## src/rtl/ge_sample_master.sv

```systemverilog
// ge_sample_master: Avalon-MM master that pushes each stream sample into the effect slave, polls for the result and streams it out
module ge_sample_master (
  input  logic        clk,
  input  logic        reset,
  input  logic        soft_reset_req,
  input  logic [31:0] s_in_data,
  input  logic        s_in_valid,
  output logic        s_in_ready,
  output logic [31:0] s_out_data,
  output logic        s_out_valid,
  input  logic        s_out_ready,
  output logic [4:0]  avm_address,
  output logic        avm_write,
  output logic        avm_read,
  output logic [31:0] avm_writedata,
  input  logic [31:0] avm_readdata,
  input  logic        avm_waitrequest,
  output logic [15:0] drop_count,
  output logic        busy
);
  localparam logic [4:0] ADDR_DATA   = 5'd5;
  localparam logic [4:0] ADDR_STATUS = 5'd3;
  localparam logic [4:0] ADDR_RESET  = 5'd7;
  localparam logic [4:0] POLL_LIMIT  = 5'd16;
  typedef enum logic [2:0] {IDLE, WR_SMP, RD_DAT, WT_DAT, RD_ST, WT_ST, EMIT, SRST} state_t;
  state_t      state_q, state_d;
  logic [31:0] wdata_q, wdata_d, res_q, res_d;
  logic [4:0]  addr_q, addr_d, poll_q, poll_d, poll_inc;
  logic [15:0] drop_q, drop_d, drop_inc;
  logic        wr_q, wr_d, rd_q, rd_d, rdy_q, rdy_d, ov_q, ov_d, pend_q, pend_d;
  assign poll_inc = poll_q + 5'd1;
  assign drop_inc = drop_q + {15'd0, drop_q != 16'hFFFF};
  always_comb begin
    state_d = state_q;
    wdata_d = wdata_q;
    res_d   = res_q;
    addr_d  = addr_q;
    poll_d  = poll_q;
    drop_d  = drop_q;
    wr_d    = wr_q;
    rd_d    = rd_q;
    ov_d    = ov_q;
    pend_d  = pend_q | soft_reset_req;
    case (state_q)
      IDLE:
        if (pend_q) begin
          state_d = SRST;
          wr_d    = 1'b1;
          addr_d  = ADDR_RESET;
          wdata_d = '0;
        end else if (s_in_valid && rdy_q) begin
          state_d = WR_SMP;
          wr_d    = 1'b1;
          addr_d  = ADDR_DATA;
          wdata_d = s_in_data;
          poll_d  = '0;
        end
      WR_SMP:
        if (!avm_waitrequest) begin
          state_d = RD_DAT;
          wr_d    = 1'b0;
          rd_d    = 1'b1;
        end
      RD_DAT:
        if (!avm_waitrequest) begin
          state_d = WT_DAT;
          rd_d    = 1'b0;
        end
      WT_DAT: begin
        res_d   = avm_readdata;
        state_d = RD_ST;
        rd_d    = 1'b1;
        addr_d  = ADDR_STATUS;
      end
      RD_ST:
        if (!avm_waitrequest) begin
          state_d = WT_ST;
          rd_d    = 1'b0;
        end
      WT_ST:
        if (avm_readdata[4]) begin
          state_d = IDLE;
          drop_d  = drop_inc;
        end else if (avm_readdata[3]) begin
          poll_d  = poll_inc;
          state_d = poll_inc < POLL_LIMIT ? RD_DAT : IDLE;
          rd_d    = poll_inc < POLL_LIMIT;
          addr_d  = ADDR_DATA;
          drop_d  = poll_inc < POLL_LIMIT ? drop_q : drop_inc;
        end else begin
          state_d = EMIT;
          ov_d    = 1'b1;
        end
      EMIT:
        if (s_out_ready) begin
          state_d = IDLE;
          ov_d    = 1'b0;
        end
      SRST:
        if (!avm_waitrequest) begin
          state_d = IDLE;
          wr_d    = 1'b0;
          pend_d  = soft_reset_req;
        end
      default: state_d = IDLE;
    endcase
    // a newly arriving soft reset request closes the input immediately
    rdy_d = (state_d == IDLE) && !pend_d;
  end
  always_ff @(posedge clk or negedge reset)
    if (!reset) begin
      state_q <= IDLE;
      wdata_q <= '0;
      res_q   <= '0;
      addr_q  <= '0;
      poll_q  <= '0;
      drop_q  <= '0;
      wr_q    <= 1'b0;
      rd_q    <= 1'b0;
      rdy_q   <= 1'b1;
      ov_q    <= 1'b0;
      pend_q  <= 1'b0;
    end else begin
      state_q <= state_d;
      wdata_q <= wdata_d;
      res_q   <= res_d;
      addr_q  <= addr_d;
      poll_q  <= poll_d;
      drop_q  <= drop_d;
      wr_q    <= wr_d;
      rd_q    <= rd_d;
      rdy_q   <= rdy_d;
      ov_q    <= ov_d;
      pend_q  <= pend_d;
    end
  assign s_in_ready    = rdy_q;
  assign s_out_valid   = ov_q;
  assign s_out_data    = res_q;
  assign avm_address   = addr_q;
  assign avm_write     = wr_q;
  assign avm_read      = rd_q;
  assign avm_writedata = wdata_q;
  assign drop_count    = drop_q;
  assign busy          = state_q != IDLE;
endmodule
```

## config.mk

```make
export PLATFORM = sky130hd
export DESIGN_NAME = ge_sample_master
export DESIGN_NICKNAME = d
export VERILOG_FILES = /design/src/rtl/ge_sample_master.sv
export SDC_FILE = /design/constraint.sdc
export NUM_CORES = 1
export LEC_CHECK = 0
export ABC_CLOCK_PERIOD_IN_PS = 2700
export CORE_ASPECT_RATIO = 1.4
export CORE_MARGIN = 4
export CORE_UTILIZATION = 45
export CTS_BUF_LIST = sky130_fd_sc_hd__clkbuf_2 sky130_fd_sc_hd__clkbuf_4 sky130_fd_sc_hd__clkbuf_8
export CTS_CLUSTER_DIAMETER = 120
export DETAILED_ROUTE_END_ITERATION = 8
export HOLD_SLACK_MARGIN = 0.1
export PLACE_DENSITY = 0.82
export SLEW_MARGIN = 20
export SYNTH_ARGS = -nofsm -noshare
export SYNTH_HDL_FRONTEND = slang
export SYNTH_SLANG_ARGS = --single-unit
export TNS_END_PERCENT = 30
```

## constraint.sdc

```tcl
create_clock -name clk -period 2.7 [get_ports clk]
set_input_delay 0.27 -clock clk [delete_from_list [all_inputs] [get_ports clk]]
set_output_delay 0.27 -clock clk [all_outputs]
set_load 0.02 [all_outputs]
```

-- Word-level counts from Yosys, hierarchy flattened
Cells that the tools add are included.
- flip-flop bits (word level): 98
- bits of input ports: 70
- output and inout bits: 90
- word-level logic and storage cells: 96
- $add $sub $neg: 2
- magnitude comparators: 1
- equality and inequality tests: 19
- muxes and demuxes: 40
- bitwise logic cells: 1
- reductions and logical operators: 22
- operator list (cell ; count):
    2-to-1 mux 32 bit ; 2
    2-to-1 mux 16 bit ; 3
    2-to-1 mux 5 bit ; 8
    2-to-1 mux 3 bit ; 9
    case mux 3 bit (8 select lines) ; 1
    inequality test 2 bit, second input constant ; 10
    adder 16 x 1 -> 16 bit ; 1
    inequality test 16 bit, second input constant ; 1
    case mux 5 bit (3 select lines) ; 1
    equality test 3 bit, second input constant ; 4
    2-to-1 mux 1 bit ; 11
    case mux 5 bit (2 select lines) ; 1
    AND reduction 5 bit ; 2
    nonzero test 2 bit ; 5
    AND reduction 4 bit ; 2
    equality test 3 x 2 -> 1 bit, second input constant ; 2
    zero test 3 bit ; 2
    AND reduction 3 bit ; 2
    nonzero test 3 bit ; 2
    adder 5 x 1 -> 5 bit, second input constant ; 1
    less-than comparator 5 bit, second input constant ; 1
    case mux 1 bit (2 select lines) ; 2
    case mux 1 bit (4 select lines) ; 1
    nonzero test 4 bit ; 1
    other kinds (8) ; 10

-- Logic depth before layout (Yosys ltp)
Gate-level depths: netlist of run 1.
- depth in word-level cells: 8
- mapped depth: 9
- depth with buffers taken out: 9

-- Worst setup path before layout of run 1
Ideal clock, no wire load.
- kind: register to register
- from: register drop_q[2], in the netlist drop_count[2]
- to: register drop_q[12], in the netlist drop_count[12]
- setup time: 0.129 ns
- arrival: 2.014 ns
- data required time: 2.571 ns
- setup slack: 0.557 ns
- cell stages (with the launch flop): 10
- buffers on the path: 0
- clock period less this slack: 2.143 ns
- path through: dfrtp_1 > nand4_1 > nor2_1 > and3_1 > nand3_1 > ha_1 > ha_1 > o211ai_1 > or4_1 > xnor2_1
- word-level cells in the longest chain between the ends: 5
- RTL lines (item ; RTL line ; text):
    from (decl) ; 29 ; logic [15:0] drop_q, drop_d, drop_inc;
    from (signal assigned) ; 129 ; drop_q <= drop_d;
    inequality test 16 bit ; 32 ; assign drop_inc = drop_q + {15'd0, drop_q != 16'hFFFF};
    adder 16 x 1 -> 16 bit * ; 32 ;
    2-to-1 mux 16 bit ; 89 ; drop_d = poll_inc < POLL_LIMIT ? drop_q : drop_inc;
    2-to-1 mux 16 bit ; 84 ; end else if (avm_readdata[3]) begin
    2-to-1 mux 16 bit * ; 81 ; if (avm_readdata[4]) begin
Mark *: on every way between the ends. The rest lies on a longest branch, timed or not. The select of a mux whose other input is x is not followed.
A chain may end at the register's enable or synchronous reset.

-- Worst setup path after layout of run 1
- from: register state_q[0]
- to: output busy
- word-level cells in the longest chain between the ends: 1
- RTL lines (item ; RTL line ; text):
    from (decl) ; 26 ; state_t state_q, state_d;
    from (signal assigned) ; 124 ; state_q <= state_d;
    nonzero test 3 bit ; 144 ; assign busy = state_q != IDLE;
    to (decl) ; 19 ; output logic busy
Every way passes these cells.

==> results.sh, run 1 <==
export IMPL_gr_usage_all_layers_pct=18.62
export IMPL_yosysSeqAreaShare_pct=59.18
export IMPL_async_reset_ff_share_pct=100.0
export IMPL_syn_area_um2=4061
export IMPL_initial_core_util_pct=46.64
export IMPL_cp_slowest_cell="dfrtp_1"
export IMPL_cp_cell_sequence="or3_4 > clkdlybuf4s50_1"
export IMPL_tritoncts="built"
export IMPL_rows=40
export IMPL_ir_drop_v=0.0006036
export IMPL_via_count=3050
export IMPL_clk_pin_slew_ns=0.10
export IMPL_core_area_um2=8708
export IMPL_skew_ns=0.01283
export IMPL_synth_edf_count=0
export IMPL_status="finished, final reports clean"
export IMPL_nets=535
export IMPL_p_leak_nw=2.523
export IMPL_crit_fanout=21
export IMPL_post_cts_buffers=0
export IMPL_area_growth_pct=45.96
export IMPL_min_period_ns=2.318
export IMPL_drt_initial_drc_count=103
export IMPL_grt_ovfl_total=0
export IMPL_antenna_found_initial=0
export IMPL_clk_path_buf_depth=2
export IMPL_grt_max_degree=53
export IMPL_powerDensity_nw_per_um2=867.2
export IMPL_postCtsHoldBufs=1
export IMPL_die_x_um=88.29
export IMPL_period_share_pct=85.84
export IMPL_ys_warn_count=0
export IMPL_dp_slack_ns=0.4210
export IMPL_final_setup_tns_ns=0
export IMPL_crit_path_end_kind="output pin"
export IMPL_n_antenna_cell=0
export IMPL_required_ns=2.43
export IMPL_die_height_um=120.4
export IMPL_finalSetupViolCount=0
export IMPL_boundaryPins=160
export IMPL_post_dp_cell_area_um2=5714
export IMPL_syn_area_per_cell_um2=13.19
export IMPL_die_area_um2=10630
export IMPL_grt_pass1_vias=3108
export IMPL_wl_per_cell_um=17.20
export IMPL_via_per_inst=5.332
export IMPL_cts_sinks=96
export IMPL_fmax_ghz=0.4315
export IMPL_crit_type="flop to output pin"
export IMPL_start_kind="flop"
export IMPL_first_pass_iters=4
export IMPL_relSlewSlack_pct=29.42
export IMPL_io_buffers=157
export IMPL_fill_cells=657
export IMPL_gp_congestion=0.8605
export IMPL_final_max_slew_viol_count=0
export IMPL_synthCells=308
export IMPL_worst_slack_ns=0.3823
export IMPL_grt_pass1_wl_um=15480
export IMPL_cts_repair_resized=0
export IMPL_drt_total_wl_um=9841
export IMPL_insertion_delay_ns=0.36
export IMPL_ys_types=55
export IMPL_worst_slew_pin_transition_ns=1.059
export IMPL_grt_setup_unrepaired="false"
export IMPL_drive_above_1_share_pct=13.49
export IMPL_final_hold_viol_count=0
export IMPL_finalInstanceArea_um2=5928
export IMPL_hold_class="primary input to asynchronous set/reset pin"
export IMPL_htree_num_levels=3
export IMPL_synthFlopType="dfrtp_1"
export IMPL_critPathMaxStageDelay_ns=0.62
export IMPL_root_buffer="clkbuf_8"
export IMPL_cap_violations=0
export IMPL_ant_nets=0
export IMPL_drc=0
export IMPL_arrival_ns=2.05
export IMPL_cts_buffers=9
export IMPL_synth_seq_cells=96
export IMPL_dp_hpwl_um=7395
-- report_power, final --
group          leakage, nW  switching (W)  internal [W]
Sequential            1.23       0.000276       0.00179
Clock                0.107       0.000507      0.000459
Combinational         1.19        0.00102       0.00109
Total                 2.52        0.00181       0.00333
-- synthesized netlist by cell type (2+ instances only) --
cell / number / area, um2
a21o_1: 2 / 15.01
a21oi_1: 8 / 40.04
a22o_1: 33 / 289.0
a31oi_1: 2 / 12.51
and3_1: 6 / 37.54
buf_2: 12 / 60.06
buf_4: 4 / 30.03
clkbuf_1: 2 / 7.510
dfrtp_1: 95 / 2377
ha_1: 3 / 37.54
inv_1: 4 / 15.01
mux2_1: 7 / 78.83
mux2_2: 29 / 326.6
nand2_1: 9 / 33.78
nand2b_1: 4 / 25.02
nand3_1: 10 / 50.05
nand4_1: 5 / 31.28
nand4b_1: 2 / 17.52
nor2_1: 10 / 37.54
nor2b_1: 3 / 18.77
nor3_1: 2 / 10.01
o211ai_1: 2 / 15.01
o21ai_0: 6 / 30.03
or3_4: 2 / 22.52
xnor2_1: 13 / 113.9
xor2_1: 4 / 35.03
-- cell usage in the layout (no fill, tap or decap), types with 3 or more instances in the layout --
master           count
ha_1                 3
a22o_1              33
a21oi_1              8
mux2_1               7
nand2_1              9
xor2_1               4
nor2_1              10
o21ai_0              6
nand4_1              5
xnor2_1             13
and3_1               6
buf_4                3
clkdlybuf4s50_1    156
inv_1                4
nand2b_1             4
nor2b_1              3
mux2_2              29
dfrtp_1             95
nand3_1             10
clkbuf_8            10
-- path summary, 6_finish.rpt --
kind | cells after the start | from | endpoint | slack [ns]
max in group asynchronous | 3 | reset | s_in_ready | 1.48
worst min-delay path | 2 | reset | s_out_data[13] | 0.48
min in group clk | 1 | s_out_data[19] | s_out_data[19] | 0.49
worst min register to register | 1 | s_out_data[19] | s_out_data[19] | 0.49
worst max-delay path | 2 | state_q[0] | busy | 0.38
worst max register to register | 9 | drop_count[2] | drop_count[12] | 0.42
-- cell families (layout without fill, tap and decap cells) --
group                      Yosys count  in the layout  share of synthesized area [%]
adders and majority gates            3              3                         0.9243
AOI/OAI and AO/OA                   63             63                          12.79
and+or+nand+nor                     65             65                          9.490
xor gates and xnor gates            18             18                          4.067
other                                1              2                        0.09233
DFF                                 96             96                          59.18
buffers and inverters               25            183                          3.235
muxes                               37             37                          10.23
-- registers in the layout, indices dropped and copies added, names as in the netlist, 3 cells and up --
| name | flops |
|---|---|
| avm_writedata | 32 |
| s_out_data | 32 |
| poll_q | 5 |
| state_q | 3 |
| avm_address | 3 |
| drop_count | 16 |
-- metrics by stage --
stage	instances	util (%)	power, W	hold WS (ns)
6_report	572	68.07	0.005141	0.4823
4_1_cts	572	68.07	0.005214	0.4876
5_1_grt	572	68.07	0.005463	0.4916
3_5_place_dp	555	65.62	0.004233	0.3487
3_3_place_gp	555	65.62	0.004165	0.3404
2_1_floorplan	309	-	0.003300	-0.02559
-- critical path, delay by kind of cell, from the launching register on --
kind / cells / cell delay [ns]
flip-flops: 1 / 0.62
AND/OR/NAND/NOR: 1 / 0.50
buffers and inverters: 1 / 0.57
-- cell type report --
cell class	instances	area, um2	share of cell area, %
Clock buffer	10	137.6	2.322
Timing Repair Buffer	162	1634	27.56
Inverter	5	18.77	0.3166
Sequential cell	96	2404	40.54
Tap cell	105	131.4	2.216
Clock inverter	6	66.31	1.119
Multi-Input combinational cell	188	1536	25.92
-- layer usage --
layer | GRT usage [%] | part of all wire, % | vias up
li1 | - | - | 1422
met1 | 21.13 | 37 | 1502
met2 | 32.68 | 53 | 118
met3 | 6.339 | 8.3 | 8
met4 | 5.293 | 1.2 | 0
met5 | 0 | 0 | -
Power figures use the tool's default switching activity.
==> run 2: changes to the inputs <==
Settings changed: ABC_AREA from default to 1, ABC_CLOCK_PERIOD_IN_PS 2700 to default, CORE_UTILIZATION 45 to 46.
==> results.sh, run 2 <==
export IMPL_ys_warn_count=0
export IMPL_finalSetupViolCount=0
export IMPL_p_total_w=0.006211
export IMPL_area_growth_pct=40.25
export IMPL_synthFlopType="dfrtp_1"
export IMPL_final_common_cell="nand2_1"
export IMPL_yosysMostFrequentCell="nand2_1"
export IMPL_io_buffers=157
export IMPL_synth_common_cells="250 x nand2_1, 95 x dfrtp_1, 52 x nand3_1, 27 x nor2_1, 24 x inv_1"
export IMPL_combPwrFrac_pct=48.9
export IMPL_worst_slew_pin_transition_ns=0.6993
export IMPL_cp_cell_sequence="nand2_1 > nor2_1 > nand4_1 > ha_1 > ha_1 > inv_1 > nor3_1 > nand3_1 > nand2_1 > nand2_1 > nand2_1 > nand2_1"
export IMPL_fin_cells=809
export IMPL_via_per_inst=4.980
export IMPL_synth_xor_area_share_pct=1.766
export IMPL_wl_met2_um=5904
export IMPL_cpMostUsedCell="nand2_1"
export IMPL_p_sw_share_pct=42.78
export IMPL_tritoncts="built"
export IMPL_drc=0
export IMPL_status="finished, final reports clean"
export IMPL_core_area_um2=9459
export IMPL_p_leak_nw=3.052
export IMPL_synth_simple_area_share_pct=34.14
export IMPL_synthMuxAreaShare_pct=0.2242
export IMPL_grt_pass1_wl_um=19260
export IMPL_start_kind="flop"
export IMPL_clk_path_buf_depth=2
export IMPL_yosysSeqAreaShare_pct=53.84
export IMPL_synth_top_family_by_area="simple AND/OR/NAND/NOR gates"
export IMPL_final_hold_viol_count=0
export IMPL_required_ns=2.96
export IMPL_crit_type="flop to flop"
export IMPL_drt_total_wl_um=11610
export IMPL_layout_common_cells="250 x nand2_1, 156 x clkdlybuf4s50_1, 95 x dfrtp_1"
export IMPL_htree_num_levels=3
export IMPL_ir_drop_v=0.0005555
export IMPL_top_layer="met4"
export IMPL_drive_above_1_share_pct=6.724
export IMPL_nets=767
export IMPL_initial_core_util_pct=47.20
export IMPL_path_delay_family="simple AND/OR/NAND/NOR gates"
export IMPL_grt_ovfl_total=0
export IMPL_synth_compound_gate_area_share_pct=2.747
export IMPL_synthAdderAreaFrac_pct=0.8408
export IMPL_final_max_slew_viol_count=0
export IMPL_rows=42
export IMPL_p_int_w=0.003554
export IMPL_dp_cells=792
export IMPL_finalInstanceArea_um2=6261
export IMPL_die_x_um=91.26
export IMPL_grt_pass1_vias=4108
export IMPL_die_height_um=124.6
export IMPL_root_buffer="clkbuf_8"
export IMPL_dp_slack_ns=0.4286
export IMPL_n_antenna_cell=0
export IMPL_final_setup_tns_ns=0
export IMPL_yosysTopAreaCell="dfrtp_1"
export IMPL_cap_violations=0
export IMPL_synth_seq_cells=96
export IMPL_crit_path_end_kind="flop"
export IMPL_cp_slowest_cell="nor3_1"
export IMPL_gp_congestion=0.9138
export IMPL_syn_area_um2=4464
export IMPL_grt_max_degree=55
export IMPL_post_dp_cell_area_um2=6065
export IMPL_relSlewSlack_pct=53.38
export IMPL_period_share_pct=85.70
export IMPL_synthCells=543
export IMPL_drt_initial_drc_count=154
export IMPL_ys_types=35
export IMPL_die_area_um2=11370
export IMPL_async_reset_ff_share_pct=100.0
export IMPL_critPathMaxStageDelay_ns=0.51
export IMPL_seqPwrFrac_pct=36.7
export IMPL_skew_ns=0.007846
export IMPL_arrival_ns=2.58
export IMPL_yosysTopAreaCellShare_pct=53.25
export IMPL_hold_class="primary input to flop"
export IMPL_dp_hpwl_um=8853
export IMPL_insertion_delay_ns=0.37
export IMPL_cts_sinks=96
export IMPL_worst_slack_ns=0.3860
export IMPL_crit_fanout=6
export IMPL_syn_area_per_cell_um2=8.222
export IMPL_wl_met3_um=881
export IMPL_cts_buffers=9
export IMPL_clk_pin_slew_ns=0.10
export IMPL_boundaryPins=160
export IMPL_crit_buf_inv=1
export IMPL_synth_edf_count=0
export IMPL_via_count=4029
export IMPL_grt_setup_unrepaired="false"
export IMPL_fill_cells=815
export IMPL_wl_per_cell_um=14.35
export IMPL_gr_usage_all_layers_pct=20.99
export IMPL_first_pass_iters=4
export IMPL_clockPowerShare_pct=14.4
export IMPL_met1_length_um=4678
export IMPL_powerDensity_nw_per_um2=991.9
export IMPL_yosys_top_cells_area="dfrtp_1 53%, nand2_1 21%, nand3_1 5.8%, nor2_1 2.3%, inv_1 2.0%"
export IMPL_min_period_ns=2.314
export IMPL_ant_nets=0
export IMPL_netSwitchingPower_w=0.002657
export IMPL_fmax_ghz=0.4322
export IMPL_antenna_found_initial=0
-- run 2: changes by cell type after synthesis, sizes merged, moves of 4 or more --
cell / previous run / this run
nand2: 9 / 252
and3: 6 / 0
nor2: 11 / 32
mux2: 36 / 0
nand2b: 4 / 0
a22o: 33 / 0
o21ai: 6 / 18
nand3: 11 / 56
xnor2: 14 / 3
inv: 5 / 33
a21oi: 8 / 2
-- run 2: layout make-up --
| class | instances | area (um2) | area share (%) |
|---|---|---|---|
| sequential | 96 | 2404 | 38.39 |
| multi-input combinational | 391 | 1780 | 28.44 |
| timing repair buffer | 162 | 1622 | 25.90 |
| tap | 110 | 137.6 | 2.198 |
| inverter | 34 | 131.4 | 2.098 |
| clock buffer | 9 | 123.9 | 1.978 |
| clock inverter | 7 | 62.56 | 0.9992 |
-- run 2: cells by family (layout without fill, tap and decap cells) --
| group | count (synthesis) | after routing |
|---|---|---|
| multiplexers | 1 | 1 |
| buffers and inverters | 57 | 212 |
| other | 1 | 2 |
| AO/OA/AOI/OAI | 22 | 22 |
| AND/OR/NAND/NOR | 354 | 354 |
| adder cells (fa/ha/maj) | 3 | 3 |
| XOR/XNOR | 9 | 9 |
| flip-flops | 96 | 96 |
-- run 2: final timing paths --
path	from	end	slack (ns)	depth (start not counted)
min in group asynchronous	reset	drop_count[14]	0.50	2
max in group asynchronous	reset	s_in_ready	1.49	3
worst max register to register	drop_count[4]	drop_count[14]	0.39	12
worst min-delay path	avm_readdata[11]	s_out_data[11]	0.43	3
worst min register to register	avm_address[0]	avm_address[0]	0.47	2
worst max-delay path	drop_count[4]	drop_count[14]	0.39	12
-- run 2: worst min-delay path, cell delays in order --
cell,delay [ns]
clkdlybuf4s50_1,0.40
nand2_1,0.06
nand2_1,0.04
-- run 2: repair_timing --
action	in CTS	in global routing
hold buffers	1	0
endpoints found under the setup margin	0	0
endpoints found under the hold margin	53	0
buffers inserted	0	0
gates resized for setup	0	0
-- run 2: power by group through the flow --
stage          combinational (W)  sequential, W  clock, W
3_5_place_dp             0.00307        0.00230         0
3_3_place_gp             0.00301        0.00228         0
4_1_cts                  0.00308        0.00228  0.000925
2_1_floorplan            0.00130        0.00276         0
6_report                 0.00304        0.00228  0.000896
5_1_grt                  0.00331        0.00235  0.000992
-- run 2: through the flow --
stage / hold slack (ns) / util (%)
floorplan: -0.02559 / -
global placement: 0.3600 / 64.11
detailed placement: 0.3659 / 64.11
CTS: 0.4125 / 66.19
global route: 0.4136 / 66.19
finish: 0.4284 / 66.19
-- run 2: layer usage --
layer | up-vias | track usage, %
met3 | 12 | 6.224
met4 | 0 | 6.039
met5 | - | 0
li1 | 1998 | -
met1 | 1885 | 24.18
met2 | 134 | 37.38
==> run 3: changes to the inputs <==
Settings changed: CORE_UTILIZATION 46 to 24, PLACE_DENSITY 0.82 to 0.48.
==> results.sh, run 3 (same netlist as run 2, synthesis figures left out) <==
export IMPL_fill_cells=1925
export IMPL_nets=767
export IMPL_required_ns=2.97
export IMPL_crit_path_end_kind="flop"
export IMPL_start_kind="flop"
export IMPL_crit_type="flop to flop"
export IMPL_insertion_delay_ns=0.38
export IMPL_hold_class="primary input to flop"
export IMPL_grt_pass1_vias=4240
export IMPL_drive_above_1_share_pct=6.724
export IMPL_gp_congestion=0.8821
export IMPL_fmax_ghz=0.4260
export IMPL_via_count=4030
export IMPL_initial_core_util_pct=24.61
export IMPL_grt_setup_unrepaired="false"
export IMPL_grt_ovfl_total=0
export IMPL_antenna_found_initial=1
export IMPL_core_area_um2=18140
export IMPL_cp_cell_sequence="nand2_1 > nor2_1 > nand4_1 > ha_1 > ha_1 > inv_1 > nor3_1 > nand3_1 > nand2_1 > nand2_1 > nand2_1 > nand2_1"
export IMPL_grt_pass1_wl_um=21310
export IMPL_dp_cells=922
export IMPL_min_period_ns=2.347
export IMPL_cts_buffers=9
export IMPL_final_util_pct=35.44
export IMPL_skew_ns=0.01127
export IMPL_critPathMaxStageDelay_ns=0.50
export IMPL_layout_common_cells="250 x nand2_1, 156 x clkdlybuf4s50_1, 95 x dfrtp_1"
export IMPL_arrival_ns=2.62
export IMPL_p_total_w=0.006259
export IMPL_crit_buf_inv=1
export IMPL_grt_max_degree=52
export IMPL_die_height_um=169.4
export IMPL_drt_initial_drc_count=221
export IMPL_htree_num_levels=3
export IMPL_clk_pin_slew_ns=0.09
export IMPL_status="finished, final reports clean"
export IMPL_die_x_um=123.3
export IMPL_cts_sinks=96
export IMPL_crit_fanout=6
export IMPL_cpMostUsedCell="nand2_1"
export IMPL_finalSetupViolCount=0
export IMPL_first_pass_iters=4
export IMPL_final_setup_tns_ns=0
export IMPL_powerDensity_nw_per_um2=973.5
export IMPL_final_common_cell="nand2_1"
export IMPL_seqCellArea_um2=2404
export IMPL_boundaryPins=160
export IMPL_gr_usage_all_layers_pct=12.81
export IMPL_cap_violations=0
export IMPL_io_buffers=157
export IMPL_ir_drop_v=0.0003613
export IMPL_ant_nets=0
export IMPL_area_growth_pct=44.03
export IMPL_die_area_um2=20880
export IMPL_post_cts_buffers=0
export IMPL_hold_slack_ns=0.4267
export IMPL_worst_slew_pin_transition_ns=0.6265
export IMPL_root_buffer="clkbuf_8"
export IMPL_multi_input_area_um2=1780
export IMPL_path_delay_family="simple AND/OR/NAND/NOR gates"
export IMPL_final_hold_viol_count=0
export IMPL_clk_path_buf_depth=2
export IMPL_period_share_pct=86.94
export IMPL_cp_slowest_cell="nor3_1"
export IMPL_rows=58
export IMPL_p_leak_nw=3.048
export IMPL_n_antenna_cell=0
export IMPL_final_max_slew_viol_count=0
export IMPL_dp_hpwl_um=9657
export IMPL_tritoncts="built"
export IMPL_cts_repair_resized=0
export IMPL_wl_per_cell_um=13.90
export IMPL_relSlewSlack_pct=58.23
export IMPL_via_per_inst=4.292
export IMPL_drc=0
export IMPL_drt_total_wl_um=13050
export IMPL_postCtsHoldBufs=1
export IMPL_fin_cells=939
run 3: path summary, 6_finish.rpt:
| path | startpoint | end | slack [ns] | cells after the start |
|---|---|---|---|---|
| max reg2reg | drop_count[4] | drop_count[14] | 0.35 | 12 |
| min reg2reg | s_out_data[20] | s_out_data[20] | 0.48 | 2 |
| max | drop_count[4] | drop_count[14] | 0.35 | 12 |
| max in group asynchronous | reset | s_in_ready | 1.51 | 3 |
| min | avm_readdata[31] | s_out_data[31] | 0.43 | 3 |
| min in group asynchronous | reset | drop_count[14] | 0.44 | 2 |
run 3: area by class of cell:
type	count	share of cell area, %
Sequential cell	96	37.38
Tap cell	240	4.670
Clock buffer	12	2.569
Clock inverter	4	0.4281
Inverter	34	2.043
Multi-Input combinational cell	391	27.69
Timing Repair Buffer	162	25.22
run 3: power by group:
part / switching, W / internal, W
combinational: 0.00178 / 0.00128
clock: 0.000520 / 0.000409
sequential: 0.000358 / 0.00192
total: 0.00265 / 0.00361
run 3: worst register-to-register path, stage by stage, from the launching register on:
cell,delay [ns]
dfrtp_1,0.45
nand2_1,0.16
nor2_1,0.09
nand4_1,0.10
ha_1,0.20
ha_1,0.25
inv_1,0.09
nor3_1,0.50
nand3_1,0.17
nand2_1,0.09
nand2_1,0.05
nand2_1,0.05
nand2_1,0.06
run 3: stage by stage:
step / instance area (um2) / setup WS, ns
floorplan: 4468 / 0.6710
global placement: 6227 / 0.5314
detailed placement: 6227 / 0.4576
CTS: 6430 / 0.4290
global route: 6430 / 0.1671
finish: 6430 / 0.3526
run 3: layer usage:
| layer | wire length, um | track usage (%) | share of wire (%) | vias to the layer above |
|---|---|---|---|---|
| li1 | - | - | - | 1995 |
| met1 | 5582 | 15.38 | 43 | 1869 |
| met2 | 5984 | 20.57 | 46 | 146 |
| met3 | 1220 | 5.002 | 9.4 | 18 |
| met4 | 247 | 4.964 | 1.9 | 2 |
| met5 | 13 | 0 | 0.10 | - |
